File: src/rtl/vga_line_fetch.sv
// Line-buffer filler: reads one RGB565 VGA line from SDRAM in fixed bursts into ping-pong buffers A/B.
// Define LINE_FETCH_STATS_EN to build the saturating aborted-line counter on abort_cnt.

module vga_line_fetch #(
  parameter int BURST_LEN  = 128,
  parameter int LINE_SHIFT = 10
) (
  input  logic        sys_clk,
  input  logic        sys_rst_n,
  input  logic        vga_mode,
  input  logic        read_line_req,
  input  logic        read_line_A_B,
  input  logic [11:0] read_line_addr,
  output logic        mem_req,
  output logic [21:0] mem_addr,
  input  logic        mem_ack,
  input  logic        mem_rvalid,
  input  logic [15:0] mem_rdata,
  output logic        buf_wr_en_a,
  output logic        buf_wr_en_b,
  output logic [9:0]  buf_wr_addr,
  output logic [15:0] buf_wr_data,
  output logic        busy,
  output logic        overrun,
  output logic [15:0] abort_cnt
);

  localparam int BEAT_W = (BURST_LEN > 1) ? $clog2(BURST_LEN) : 1;
  localparam int IDX_W  = ((1024 / BURST_LEN) > 1) ? $clog2(1024 / BURST_LEN) : 1;
  localparam logic [IDX_W-1:0]  LAST_640  = IDX_W'(640 / BURST_LEN - 1);
  localparam logic [IDX_W-1:0]  LAST_1024 = IDX_W'(1024 / BURST_LEN - 1);
  localparam logic [BEAT_W-1:0] LAST_BEAT = BEAT_W'(BURST_LEN - 1);

  typedef enum logic [2:0] {
    IDLE,
    REQ,
    DATA,
    DRAIN,
    DONE
  } state_t;

  state_t            state_q, state_d;
  logic              sync1_q, sync1_d;
  logic              sync2_q, sync2_d;
  logic              sync3_q, sync3_d;
  logic              rise_q, rise_d;
  logic              ab_q, ab_d;
  logic [21:0]       base_q, base_d;
  logic [IDX_W-1:0]  last_idx_q, last_idx_d;
  logic [IDX_W-1:0]  burst_idx_q, burst_idx_d;
  logic [BEAT_W-1:0] beat_q, beat_d;
  logic [9:0]        wr_ptr_q, wr_ptr_d;
  logic              wr_en_a_q, wr_en_a_d;
  logic              wr_en_b_q, wr_en_b_d;
  logic [9:0]        wr_addr_q, wr_addr_d;
  logic [15:0]       wr_data_q, wr_data_d;
  logic              overrun_q, overrun_d;
  logic              abort;

  always_comb begin
    sync1_d     = read_line_req;
    sync2_d     = sync1_q;
    sync3_d     = sync2_q;
    rise_d      = sync2_q & ~sync3_q;
    state_d     = state_q;
    ab_d        = ab_q;
    base_d      = base_q;
    last_idx_d  = last_idx_q;
    burst_idx_d = burst_idx_q;
    beat_d      = beat_q;
    wr_ptr_d    = wr_ptr_q;
    wr_en_a_d   = 1'b0;
    wr_en_b_d   = 1'b0;
    wr_addr_d   = wr_addr_q;
    wr_data_d   = wr_data_q;
    abort       = 1'b0;

    case (state_q)
      IDLE: begin
        if (rise_q) begin
          ab_d        = read_line_A_B;
          base_d      = 22'(read_line_addr) << LINE_SHIFT;
          last_idx_d  = vga_mode ? LAST_1024 : LAST_640;
          burst_idx_d = '0;
          beat_d      = '0;
          wr_ptr_d    = '0;
          state_d     = REQ;
        end
      end
      REQ: begin
        // An ack in the same cycle as the abort still commits us to draining that burst.
        if (mem_ack) begin
          beat_d  = '0;
          abort   = ~sync2_q;
          state_d = sync2_q ? DATA : DRAIN;
        end else if (!sync2_q) begin
          abort   = 1'b1;
          state_d = IDLE;
        end
      end
      DATA: begin
        abort = ~sync2_q;
        if (mem_rvalid) begin
          beat_d = beat_q + BEAT_W'(1);
          if (sync2_q) begin
            wr_en_a_d = ~ab_q;
            wr_en_b_d = ab_q;
            wr_addr_d = wr_ptr_q;
            wr_data_d = mem_rdata;
            wr_ptr_d  = wr_ptr_q + 10'd1;
          end
          if (beat_q == LAST_BEAT) begin
            if (!sync2_q) begin
              state_d = IDLE;
            end else if (burst_idx_q == last_idx_q) begin
              state_d = DONE;
            end else begin
              burst_idx_d = burst_idx_q + IDX_W'(1);
              state_d     = REQ;
            end
          end else if (!sync2_q) begin
            state_d = DRAIN;
          end
        end else if (!sync2_q) begin
          state_d = DRAIN;
        end
      end
      DRAIN: begin
        if (mem_rvalid) begin
          beat_d = beat_q + BEAT_W'(1);
          if (beat_q == LAST_BEAT) begin
            state_d = IDLE;
          end
        end
      end
      DONE: begin
        if (!sync2_q) begin
          state_d = IDLE;
        end
      end
      default: state_d = IDLE;
    endcase

    overrun_d = overrun_q | abort;
  end

  always_ff @(posedge sys_clk) begin
    if (!sys_rst_n) begin
      state_q     <= IDLE;
      sync1_q     <= 1'b0;
      sync2_q     <= 1'b0;
      sync3_q     <= 1'b0;
      rise_q      <= 1'b0;
      ab_q        <= 1'b0;
      base_q      <= '0;
      last_idx_q  <= '0;
      burst_idx_q <= '0;
      beat_q      <= '0;
      wr_ptr_q    <= '0;
      wr_en_a_q   <= 1'b0;
      wr_en_b_q   <= 1'b0;
      wr_addr_q   <= '0;
      wr_data_q   <= '0;
      overrun_q   <= 1'b0;
    end else begin
      state_q     <= state_d;
      sync1_q     <= sync1_d;
      sync2_q     <= sync2_d;
      sync3_q     <= sync3_d;
      rise_q      <= rise_d;
      ab_q        <= ab_d;
      base_q      <= base_d;
      last_idx_q  <= last_idx_d;
      burst_idx_q <= burst_idx_d;
      beat_q      <= beat_d;
      wr_ptr_q    <= wr_ptr_d;
      wr_en_a_q   <= wr_en_a_d;
      wr_en_b_q   <= wr_en_b_d;
      wr_addr_q   <= wr_addr_d;
      wr_data_q   <= wr_data_d;
      overrun_q   <= overrun_d;
    end
  end

`ifdef LINE_FETCH_STATS_EN
  logic [15:0] abort_cnt_q, abort_cnt_d;

  always_comb begin
    abort_cnt_d = abort_cnt_q;
    if (abort && (abort_cnt_q != 16'hFFFF)) begin
      abort_cnt_d = abort_cnt_q + 16'd1;
    end
  end

  always_ff @(posedge sys_clk) begin
    if (!sys_rst_n) begin
      abort_cnt_q <= '0;
    end else begin
      abort_cnt_q <= abort_cnt_d;
    end
  end

  assign abort_cnt = abort_cnt_q;
`else
  assign abort_cnt = 16'd0;
`endif

  assign mem_req     = (state_q == REQ);
  assign mem_addr    = base_q + (22'(burst_idx_q) << BEAT_W);
  assign buf_wr_en_a = wr_en_a_q;
  assign buf_wr_en_b = wr_en_b_q;
  assign buf_wr_addr = wr_addr_q;
  assign buf_wr_data = wr_data_q;
  assign busy        = (state_q != IDLE);
  assign overrun     = overrun_q;

endmodule

File: config.mk
export PLATFORM = sky130hd
export DESIGN_NAME = vga_line_fetch
export DESIGN_NICKNAME = d
export VERILOG_FILES = /design/src/rtl/vga_line_fetch.sv
export SDC_FILE = /design/constraint.sdc
export NUM_CORES = 1
export LEC_CHECK = 0
export ABC_CLOCK_PERIOD_IN_PS = 4000
export CAP_MARGIN = 15
export CORE_MARGIN = 10
export CORE_UTILIZATION = 50
export DETAILED_ROUTE_END_ITERATION = 6
export MAX_ROUTING_LAYER = met4
export PLACE_DENSITY = 0.84
export SLEW_MARGIN = 20
export SYNTH_ARGS = -nofsm -noshare
export SYNTH_HDL_FRONTEND = slang
export SYNTH_SLANG_ARGS = --single-unit
File: constraint.sdc
create_clock -name sys_clk -period 4 [get_ports sys_clk]
set_input_delay 0.4 -clock sys_clk [delete_from_list [all_inputs] [get_ports sys_clk]]
set_output_delay 0.4 -clock sys_clk [all_outputs]
set_load 0.05 [all_outputs]
---- Word-level counts from Yosys, hierarchy flattened ----
Index checks and enable logic that the tools add are counted.
operators by class
  add/sub/neg operators ................... 4
  equal/unequal tests ..................... 15
  mux-type cells .......................... 30
  bitwise logic cells ..................... 5
  reductions and logical operators ........ 12
operators by type and width
  operator                                              number
  2-to-1 mux 3 bit                                      15
  2-to-1 mux 10 bit                                     3
  adder 22 x 10 -> 22 bit                               1
  2-to-1 mux 7 bit                                      3
  one-hot mux 7 bit (3 select lines)                    1
  one-hot mux 10 bit (2 select lines)                   1
  one-hot mux 3 bit (5 select lines)                    1
  != test 2 bit (second input constant)                 7
  AND reduction 4 bit                                   3
  adder 10 x 1 -> 10 bit (second input constant)        1
  adder 7 x 1 -> 7 bit (second input constant)          1
  equality test 7 bit (second input constant)           1
  equality test 3 x 2 -> 1 bit (second input constant)  2
  one-hot mux 3 bit (2 select lines)                    1
  AND reduction 3 bit                                   2
  AND reduction 6 bit                                   1
  nonzero test 3 bit                                    2
  != test 2 x 1 -> 1 bit (second input constant)        2
  adder 3 x 1 -> 3 bit (second input constant)          1
  equality test 3 x 1 -> 1 bit (second input constant)  1
  equality test 3 bit                                   1
  equality test 3 bit (second input constant)           1
  logical NOT 3 bit                                     1
  2-to-1 mux 1 bit                                      3
  8 further kinds                                       10
word-level totals
  flip-flop bits (word level) ............. 72
  bits of input ports ..................... 35
  output and inout port bits .............. 69
  word-level logic and storage cells ...... 82

---- Depth between registers and ports, before layout ----
  depth in word-level cells ............... 6
  gate-level depth with buffers ........... 7
  depth with buffers taken out ............ 5

---- Worst setup path before layout ----
OpenSTA, ideal clock, no wires.
  path kind ............................... reg2reg
  start point ............................. register state_q[2]
  end point ............................... register state_q[0]
  library setup time ...................... 0.130 ns
  data arrival time ....................... 1.610 ns
  required time ........................... 3.870 ns
  setup slack ............................. 2.260 ns
  cell stages (with the launch flop) ...... 6
  path buffers ............................ 1
  period minus slack after synthesis ...... 1.740 ns
  cells stage by stage .................... dfxtp_1 -> buf_2 -> or3_1 -> o2111ai_1 -> o21bai_1 -> o311ai_1
on the way
  longest elaborated chain between the ends .. 3
  elaborated cells between the ends (all ways) .. 10
  classes of those cells .................. 7 x eq/ne; 1 x mux; 2 x reduce/logical
RTL lines
  item                                                               RTL line  text
  start: declaration                                                 42        state_t state_q, state_d;
  start signal: assignment                                           166       state_q <= state_d;
  equality test 3 x 2 -> 1 bit or logical NOT 3 bit (tied branches)  78        case (state_q)
  != test 2 bit (no line)                                            --
  AND reduction 3 bit (no line)                                      --
Several ways; a longest one is shown, not always the timed one.
A chain may end at the register's enable or synchronous reset.

---- Worst setup path after layout ----
  start point ............................. register state_q[1]
  end point ............................... output mem_req
on the way
  longest elaborated chain between the ends .. 1
RTL lines
  item                          RTL line  text
  equality test 3 x 1 -> 1 bit  208       assign mem_req = (state_q == REQ);
  end: declaration              14        output logic mem_req,
No other way between the ends.

==> flow_summary.toml <==
[sta]
fmaxAchievable_mhz = 376
fin_worst_skew_ns = 0.0100
period_share = 0.665
holdWs_ns = 0.375
rsz0062_at_grt = "false"
maxSlewHeadroom = 0.391
final_hold_viol_count = 0
worst_slew_pin_slew_ns = 0.913
min_period_ns = 2.66
fin_setup_tns_ns = 0
slew_violations = 0
setup_viol = 0

[route]
dr.first_iter.drc_count = 112
drt_wl_total_mm = 7.79
drc = 0
vias = 2777
wl_per_cell_um = 14.5
dr.pass1.iters = 4
drtAntennaViolNets = 0
viasPerCell = 5.18

[floorplanning]
rows = 29
die_height_um = 101
die_x_um = 101
placeableCoreArea_um2 = 6350
initial_core_util = 0.516
die_area_um2 = 10200
io_pins = 104

[run_status]
status = "complete, no violations"

[grt]
grt_use_total = 0.158
antenna_found_initial = 0
grt_pass1_wl_mm = 13.0
grt_pass1_vias = 2829
grt_max_degree = 65
grt_overflow_total = 0

[clock_network]
root_buffer = "clkbuf_8"
holdBufCountCts = 0
cts_buffers = 9
cts_sinks = 71
htree_num_levels = 3
cts_buffer_depth = 2
postCtsSetupBuffers = 0
cts_resized = 0
cts_tree = "done"
path_clk_slew_ns = 0.08
clkLatencyLatePin_ns = 0.35

[finish]
layout_common_cells = "nand2_1 (96), clkdlybuf4s50_1 (79), dfxtp_1 (71), a21boi_0 (43), conb_1 (23)"
final_nets = 492
final_layout_size_suffix_gt1_frac = 0.0523
final_common_cell = "nand2_1"
area_growth_pct = 29.3
antennaDiodeCount = 0

[place]
gp_congestion = 0.910
dp_hpwl_mm = 5.59
io_buffers = 80

[yosys]
ys_warn_count = 0
yosysUniqueCellTypes = 52
synth-seq-cells = 71
syn_area_per_cell_um2 = 8.51
netlist_area_um2 = 3280
syn_inst = 385
synth_edf_count = 0
synth-seq-area-share = 0.434
ys.flop_type = "dfxtp_1"
ys_async_sr_fraction = 0

[worst_setup_path]
crit_start = "state_q[1]"
critPathLaunchType = "register"
cp_max_fo = 21
cp.required_ns = 3.60
critical_path_class = "reg -> out"
r2r-start = "state_q[1]"
arrival_ns = 2.26
critPathCaptureType = "output port"

[worst_hold_path]
worstHoldStart = "sync3_q"
hold_path.class = "reg -> reg"

[run]
maxCapViolations = 0

[pwr]
p_per_area_nw_per_um2 = 381
ir_drop_mv = 0.329
p_leak_uw = 0.00145
cell type report:
| type | instances | area [µm²] |
|---|---|---|
| well taps | 77 | 96.3 |
| flip-flops and latches | 71 | 1420 |
| fillers | 535 | 2110 |
| multi-input cells | 287 | 1650 |
| clock buffers | 11 | 151 |
| clock inverters | 5 | 104 |
| repair buffers | 80 | 796 |
| inverters | 5 | 18.8 |
critical path, cell delays in order (launching register included):
cell,delay [ns]
dfxtp_1,0.73
inv_1,0.24
and3_1,0.24
clkdlybuf4s50_1,0.70
power by group:
group	switching [µW]	internal, µW
combinational	113	61.5
sequential	11.0	715
clock	265	448
flip-flops by register name, indices dropped and copies added (netlist names):
register / cells
buf_wr_data: 16
base_q: 12
buf_wr_addr: 10
wr_ptr_q: 10
beat_q: 7
burst_idx_q: 3
state_q: 3
last_idx_q: 2
ab_q: 1
buf_wr_en_a: 1
buf_wr_en_b: 1
overrun: 1
rise_q: 1
sync1_q: 1
sync2_q: 1
sync3_q: 1
synthesized netlist by cell type (all sizes together) (5+ instances only):
master    n  share of area
and2      6          0.011
nand3     7          0.012
and3      7          0.013
nor2     10          0.017
nor2b     5         0.0095
a21boi   43          0.099
o31ai     5          0.011
buf      34          0.073
nor3      6         0.0092
dfxtp    71           0.43
a21oi    14          0.021
nand2    96           0.11
inv       5         0.0057
clkbuf   10          0.011
o2111ai   6          0.016
o21ai     7          0.014
worst paths after layout:
path                     to  slack [ns]  depth (start not counted)
min                  rise_q        0.37                          1
min reg2reg          rise_q        0.37                          1
max reg2reg  buf_wr_addr[8]        1.77                          4
max                 mem_req        1.34                          3
cell families (layout without fill, tap and decap cells):
| logic type | after synthesis | count (layout) | share of synthesized area |
|---|---|---|---|
| AND/OR/NAND/NOR | 160 | 160 | 0.232 |
| AO/OA/AOI/OAI | 92 | 92 | 0.206 |
| flip-flops | 71 | 71 | 0.434 |
| buffers and inverters | 49 | 101 | 0.0905 |
| XOR/XNOR | 7 | 7 | 0.0187 |
| adder cells (fa/ha/maj) | 3 | 3 | 0.0115 |
| multiplexers | 2 | 2 | 0.00649 |
| other | 1 | 23 | 0.00114 |
metal layers:
layer  part of all wire  global-route usage
met5                  0                   -
met4              0.014              0.0643
met3              0.082              0.0514
met2               0.48               0.260
met1               0.42               0.171
through the flow:
step / cells / area (µm²) / setup slack [ns] / power [µW] / util
2_1_floorplan: 407 / 3360 / 2.26 / 878 / -
3_3_place_gp: 520 / 3980 / 1.50 / 913 / 0.626
3_5_place_dp: 520 / 3980 / 1.39 / 915 / 0.626
4_1_cts: 536 / 4230 / 1.32 / 1630 / 0.666
5_1_grt: 536 / 4240 / 1.21 / 1670 / 0.667
6_report: 536 / 4240 / 1.34 / 1610 / 0.667
No activity file was read; power rests on OpenSTA's default activity.
